[config.mk]
export PLATFORM = sky130hd
export DESIGN_NAME = div_unit
export DESIGN_NICKNAME = d
export VERILOG_FILES = /design/src/rtl/div_unit.sv
export SDC_FILE = /design/constraint.sdc
export NUM_CORES = 1
export LEC_CHECK = 0
export BUFFER_PORTS_ARGS = -buffer_cell sky130_fd_sc_hd__buf_2
export CORE_ASPECT_RATIO = 0.75
export CORE_UTILIZATION = 30
export CTS_BUF_LIST = sky130_fd_sc_hd__clkbuf_4
export CTS_CLUSTER_SIZE = 30
export DETAILED_ROUTE_END_ITERATION = 10
export PLACE_DENSITY = 0.54
export SLEW_MARGIN = 20
export SYNTH_ARGS = -nofsm -noshare
export SYNTH_HDL_FRONTEND = slang
export SYNTH_SLANG_ARGS = --single-unit
[constraint.sdc]
create_clock -name clk -period 5.1 [get_ports clk]
set_input_delay 0.51 -clock clk [delete_from_list [all_inputs] [get_ports clk]]
set_output_delay 0.51 -clock clk [all_outputs]
set_load 0.05 [all_outputs]
[src/rtl/div_unit.sv]
// Iterative 32-bit divider for DIV/DIVU: one restoring shift-subtract step per cycle.
// result = {remainder, quotient}; ready is a one-cycle pulse decoded from the END state.
module div_unit (
    input  logic        clk,
    input  logic        rst,
    input  logic        start,
    input  logic        annul,
    input  logic        signed_div,
    input  logic [31:0] opdata1,
    input  logic [31:0] opdata2,
    output logic [63:0] result,
    output logic        ready
);

    localparam logic [1:0] StIdle   = 2'd0;
    localparam logic [1:0] StByZero = 2'd1;
    localparam logic [1:0] StOn     = 2'd2;
    localparam logic [1:0] StEnd    = 2'd3;

    logic [1:0]  state_q, state_d;
    logic [4:0]  cnt_q, cnt_d;
    // {partial remainder (33 bits), dividend/quotient (32 bits)}
    logic [64:0] work_q, work_d;
    logic [31:0] divisor_q, divisor_d;
    logic        neg_quo_q, neg_quo_d;
    logic        neg_rem_q, neg_rem_d;
    logic [63:0] result_q, result_d;

    logic        op1_neg, op2_neg;
    logic [31:0] op1_mag, op2_mag;

    logic        fits;
    logic [31:0] partial;
    logic [64:0] step;

    logic [31:0] quo_raw, rem_raw;
    logic [31:0] quo_fix, rem_fix;

    // Operand conditioning: magnitudes and sign flags of the live inputs.
    // 0x80000000 maps onto itself, which is the correct unsigned magnitude.
    always_comb begin
        op1_neg = signed_div & opdata1[31];
        op2_neg = signed_div & opdata2[31];
        op1_mag = op1_neg ? (~opdata1 + 32'd1) : opdata1;
        op2_mag = op2_neg ? (~opdata2 + 32'd1) : opdata2;
    end

    // One restoring step: shift left, trial-subtract the divisor, keep the difference if it fits.
    // The shifted remainder is work_q[64:31]; it always stays below 2*divisor, so the
    // difference fits in 32 bits whenever the subtraction succeeds.
    always_comb begin
        fits    = work_q[64:31] >= {2'b00, divisor_q};
        partial = work_q[62:31] - divisor_q;
        if (fits) begin
            step = {1'b0, partial, work_q[30:0], 1'b1};
        end else begin
            step = {work_q[63:0], 1'b0};
        end
    end

    // Sign fix-up of the final step: quotient negated on differing signs,
    // remainder follows the dividend.
    always_comb begin
        quo_raw = step[31:0];
        rem_raw = step[63:32];
        quo_fix = neg_quo_q ? (~quo_raw + 32'd1) : quo_raw;
        rem_fix = neg_rem_q ? (~rem_raw + 32'd1) : rem_raw;
    end

    // Next-state and datapath control; annul overrides everything except reset.
    always_comb begin
        state_d   = state_q;
        cnt_d     = cnt_q;
        work_d    = work_q;
        divisor_d = divisor_q;
        neg_quo_d = neg_quo_q;
        neg_rem_d = neg_rem_q;
        result_d  = result_q;

        case (state_q)
            StIdle: begin
                if (start) begin
                    if (opdata2 == 32'd0) begin
                        state_d = StByZero;
                    end else begin
                        // Operands are only sampled here; later input changes are ignored.
                        state_d   = StOn;
                        cnt_d     = 5'd0;
                        work_d    = {33'd0, op1_mag};
                        divisor_d = op2_mag;
                        neg_quo_d = op1_neg ^ op2_neg;
                        neg_rem_d = op1_neg;
                    end
                end
            end
            StByZero: begin
                state_d  = StEnd;
                result_d = 64'd0;
            end
            StOn: begin
                work_d = step;
                cnt_d  = cnt_q + 5'd1;
                if (cnt_q == 5'd31) begin
                    state_d  = StEnd;
                    result_d = {rem_fix, quo_fix};
                end
            end
            StEnd: begin
                state_d = StIdle;
            end
            default: begin
                state_d = StIdle;
            end
        endcase

        if (annul) begin
            state_d  = StIdle;
            result_d = result_q;
        end
    end

    // State registers with synchronous active-high reset.
    always_ff @(posedge clk) begin
        if (rst) begin
            state_q   <= StIdle;
            cnt_q     <= 5'd0;
            work_q    <= 65'd0;
            divisor_q <= 32'd0;
            neg_quo_q <= 1'b0;
            neg_rem_q <= 1'b0;
            result_q  <= 64'd0;
        end else begin
            state_q   <= state_d;
            cnt_q     <= cnt_d;
            work_q    <= work_d;
            divisor_q <= divisor_d;
            neg_quo_q <= neg_quo_d;
            neg_rem_q <= neg_rem_d;
            result_q  <= result_d;
        end
    end

    // ready is a pure decode of the registered state, so start never reaches it combinationally.
    assign ready  = (state_q == StEnd);
    assign result = result_q;

endmodule

Yosys cells after proc, flatten, opt, wreduce, memory -nomap -nowiden --
Index checks and enable logic that the tools add are counted. W data, S select, Z words.
Word-level totals: output and inout bits 65, word-level logic and storage cells 56, register bits after elaboration 170
Operators by class: reduce and logical (&&, ||, !) cells 9, order comparisons 1, equal/unequal tests 7, bitwise logic cells 9, multiplexer cells 17, add/sub/neg operators 6
Operators by type and width (count):
- $mux W65 | 3
- $pmux W65 S2 | 1
- $add A32 B1 Y32 const B | 4
- $mux W32 | 4
- $not A32 Y32 | 4
- $pmux W64 S2 | 1
- $mux W64 | 1
- $ge A34 B32 Y1 | 1
- $logic_not A32 Y1 | 1
- $sub A32 B32 Y32 | 1
- $mux W5 | 2
- $pmux W5 S2 | 1
- $reduce_and A3 Y1 | 3
- $pmux W2 S4 | 1
- $mux W2 | 3
- $ne A2 B2 Y1 const B | 3
- $add A5 B1 Y5 const B | 1
- $eq A5 B5 Y1 const B | 1
- $eq A2 B2 Y1 const B | 2
- $reduce_bool A2 Y1 | 2
- $and A1 B1 Y1 | 2
- $eq A2 B1 Y1 const B | 1
- $logic_not A2 Y1 | 1
- $not A1 Y1 | 2
- 3 further kinds | 3

Logic depth before layout (Yosys ltp) --
depth after elaboration 7, mapped depth 23, gate-level depth less buffers 19

Worst setup path after synthesis --
No wires, ideal clock.
path type register -> register, from reg work_q[31], to reg result_q[60], in the netlist result[60], arrival 4175 ps, path buffers 3, library setup time 126 ps, clock period less this slack 4301 ps, required time 4974 ps, cell stages (with the launch flop) 22, path slack 799 ps, cell sequence dfxtp_1 > inv_1 > ha_1 > inv_1 > fa_1 > a21o_1 > a22o_1 > o311ai_4 > o211ai_2 > or2_1 > buf_6 > buf_6 > clkbuf_1 > mux2i_1 > ha_1 > nand4_1 > nor4_2 > o211ai_1 > o21bai_2 > o41ai_2 > xnor2_1 > o21ai_1
On the way: longest elaborated chain between the ends 7, elaborated cells between the ends (all ways) 8
RTL lines:
- start: declaration | line 23 | logic [64:0] work_q, work_d;
- start signal: assignment | line 135 | work_q <= work_d;
- $sub A32 B32 Y32 or $ge A34 B32 Y1 (tied branches) | line 53, 52
- $mux W65 * | line 54 | if (fits) begin
- $not A32 Y32 | line 67 | rem_fix = neg_rem_q ? (~rem_raw + 32'd1) : rem_raw;
- $add A32 B1 Y32 | line 67
- $mux W32 * | line 67
- $mux W64 * | line 103 | if (cnt_q == 5'd31) begin
- $pmux W64 S2 * | line 80 | case (state_q)
- end signal: assignment | line 139 | result_q <= result_d;
- end: declaration | line 27 | logic [63:0] result_q, result_d;
Mark *: on every way between the ends. The rest lies on a longest branch, timed or not. The select of a mux whose other input is x is not followed. A chain may end at the register's enable or synchronous reset.

Worst setup path in the final report --
Ends and elaborated chain as after synthesis.

==> impl_metrics.env <==
export IMPL_status="complete, no violations"
export IMPL_final_setup_skew_ps=36.1
export IMPL_yosysTopAreaCellShare_pct=29.0
export IMPL_synth_nets=1651
export IMPL_portBuffers=133
export IMPL_synth_common_cells="210 x nand2_1, 170 x dfxtp_1, 152 x nor2_1, 116 x a21oi_1, 82 x o21ai_0"
export IMPL_p_per_area_nw_per_um2=221
export IMPL_grt_pass1_wl_um=62600
export IMPL_worstPathCellList="inv_1 > ha_1 > inv_1 > fa_1 > a21o_1 > a22o_1 > o311ai_4 > o211ai_2 > or2_2 > o21ai_0 > ha_1 > nand4_1 > nor4_2 > o211ai_1 > o21bai_2 > o41ai_2 > xnor2_1 > o21ai_1"
export IMPL_fp_dieArea_um2=39900
export IMPL_cts_buffers=17
export IMPL_via_per_inst=5.44
export IMPL_place_congestion=0.943
export IMPL_dpl_cell_area_um2=12800
export IMPL_critical_path_class="reg2reg"
export IMPL_startpoint_type="flop"
export IMPL_clkLatencyLatePin_ps=620
export IMPL_layout_drive_gt1_share_pct=14.2
export IMPL_die_h_um=173
export IMPL_finalHoldViolCount=0
export IMPL_maxCapViolCount=0
export IMPL_use_met1_pct=32.0
export IMPL_vdd_ir_drop_max_v=0.000131
export IMPL_hold_class="in2reg"
export IMPL_postCtsHoldBufs=0
export IMPL_synth_top_area_cell="dfxtp_1"
export IMPL_syn2layout_area_growth_pct=11.0
export IMPL_hold_start="annul"
export IMPL_drt_total_wl_um=40600
export IMPL_netlist_area_um2=11700
export IMPL_avgSynthCellArea_um2=7.61
export IMPL_relSlewSlack_pct=26.6
export IMPL_synth_top_flop_cell="dfxtp_1"
export IMPL_cp_required_ps=5560
export IMPL_slew_viol_final=0
export IMPL_initial_core_util_pct=30.5
export IMPL_synth_most_common_cell="nand2_1"
export IMPL_dpl_hpwl_um=31300
export IMPL_yosysUniqueCellTypes=90
export IMPL_synth_edf_count=0
export IMPL_die_w_um=230
export IMPL_setup_viol=0
export IMPL_synth_area_leaders="dfxtp_1 29%, nand2_1 6.7%, xnor2_1 5.8%, a21oi_1 5.0%, nor2_1 4.9%"
export IMPL_yosys_warnings=0
export IMPL_cts_setup_buffers=0
export IMPL_fill_cells=4171
export IMPL_antenna_found_initial=2
export IMPL_coreArea_um2=38400
export IMPL_wl_per_cell_um=19.0
export IMPL_leakagePower_nw=5.06
export IMPL_gr_usage_all_layers_pct=20.1
export IMPL_critical_path_max_stage_delay_ps=430
export IMPL_nets=1721
export IMPL_cts_root_buf="clkbuf_4"
export IMPL_crit_path_top_delay_cell="or2_2"
export IMPL_ios=134
export IMPL_drtIter0Drc=1282
export IMPL_first_pass_iters=5
export IMPL_clkSlewWorstSetupHoldPaths_ps=150
export IMPL_crit_buf_inv=2
export IMPL_clkSinkCount=170
export IMPL_hold_slack_ps=127
export IMPL_crit_family="compound AO/OA/AOI/OAI gates"
export IMPL_overflow=0
export IMPL_fin_area_um2=13000
export IMPL_cp_arrival_ps=5250
export IMPL_vias=11617
export IMPL_cp_end_kind="flop"
export IMPL_fin_crit_ps=4780
export IMPL_post_route_period_util_pct=93.8
export IMPL_yosysSeqAreaShare_pct=29.0
export IMPL_cp_max_fo=13
export IMPL_clock_path_buffers=2
export IMPL_use_met2_pct=26.5
export IMPL_use_met3_pct=4.95
export IMPL_grt_setup_unrepaired="false"
export IMPL_cts_tree="yes"
export IMPL_final_antenna_net_count=0
export IMPL_critPathLaunch="work_q[31]"
export IMPL_ys_seq_elements=170
export IMPL_synthArstFlopShare_pct=0
export IMPL_post_cts_resized=0
export IMPL_tns_ps=0
export IMPL_synth_cells=1540
export IMPL_fmax_ghz=0.209
export IMPL_worstMarginPinSlew_ps=1090
export IMPL_rows=62
export IMPL_cts_htree_levels=4
export IMPL_drc=0
export IMPL_top_usage_layer="met1"
export IMPL_grt_pass1_vias=10659
export IMPL_worstReg2RegStart="work_q[31]"
export IMPL_grt_max_degree=86
cell usage in the layout, fill, tap and decap left out, drive strengths merged, types with 20 or more instances in the layout:
| master | n |
|---|---|
| dfxtp | 170 |
| a211oi | 37 |
| or3 | 24 |
| nand3 | 40 |
| nand4 | 20 |
| xnor2 | 78 |
| ha | 41 |
| inv | 60 |
| a22oi | 42 |
| nand2 | 210 |
| o21ai | 103 |
| nor2 | 153 |
| nor3 | 35 |
| a32oi | 21 |
| buf | 154 |
| o31ai | 33 |
| xor2 | 58 |
| a21oi | 121 |
stage by stage:
step	utilization [%]	std cells	power [mW]	worst slack (ps)
after floorplan	-	1540	1.94	799
after global placement	33.2	2103	2.17	589
after detailed placement	33.2	2103	2.17	474
after CTS	33.8	2135	2.89	409
after global routing	33.9	2136	3.03	58.3
final	33.9	2137	2.88	319
metal layers:
metal	part of all wire, %	vias up
met5	0	-
met4	1.1	0
met3	8.7	27
met2	38	364
met1	52	5539
li1	-	5687
cells by family after synthesis:
group           after synthesis  synth area share (%)
flops                       170                  29.0
compound gates              452                  26.0
mux                          17                  1.59
fa+ha+maj                    42                  4.55
xor+xnor                    136                  10.2
simple gates                563                  22.7
buf+inv                     160                  5.99
sequential cells by signal, indices dropped and copies added (netlist names):
name / cells
work_q: 65
result: 64
divisor_q: 32
cnt_q: 5
state_q: 2
neg_quo_q: 1
neg_rem_q: 1
path summary, 6_finish.rpt:
| check | endpoint | slack [ps] | depth (start not counted) |
|---|---|---|---|
| hold / removal | state_q[1] | 130 | 2 |
| hold reg to reg | result[63] | 460 | 2 |
| setup / recovery | result[60] | 320 | 18 |
| setup reg to reg | result[60] | 320 | 18 |
cell type report:
class | instances | area (um^2) | share of cell area [%]
multi-input cells | 1210 | 7630 | 58.7
flip-flops and latches | 170 | 3400 | 26.2
repair buffers | 154 | 876 | 6.74
well taps | 512 | 641 | 4.93
inverters | 57 | 214 | 1.65
clock buffers | 18 | 135 | 1.04
clock inverters | 14 | 97.6 | 0.751
diodes | 2 | 5.00 | 0.0385
power breakdown:
part / switching [mW] / internal [mW] / leakage, nW
registers: 0.0621 / 1.37 / 1.38
clock network: 0.527 / 0.198 / 0.119
logic: 0.471 / 0.248 / 3.56
total: 1.06 / 1.82 / 5.06
(Power assumes the default switching activity.)
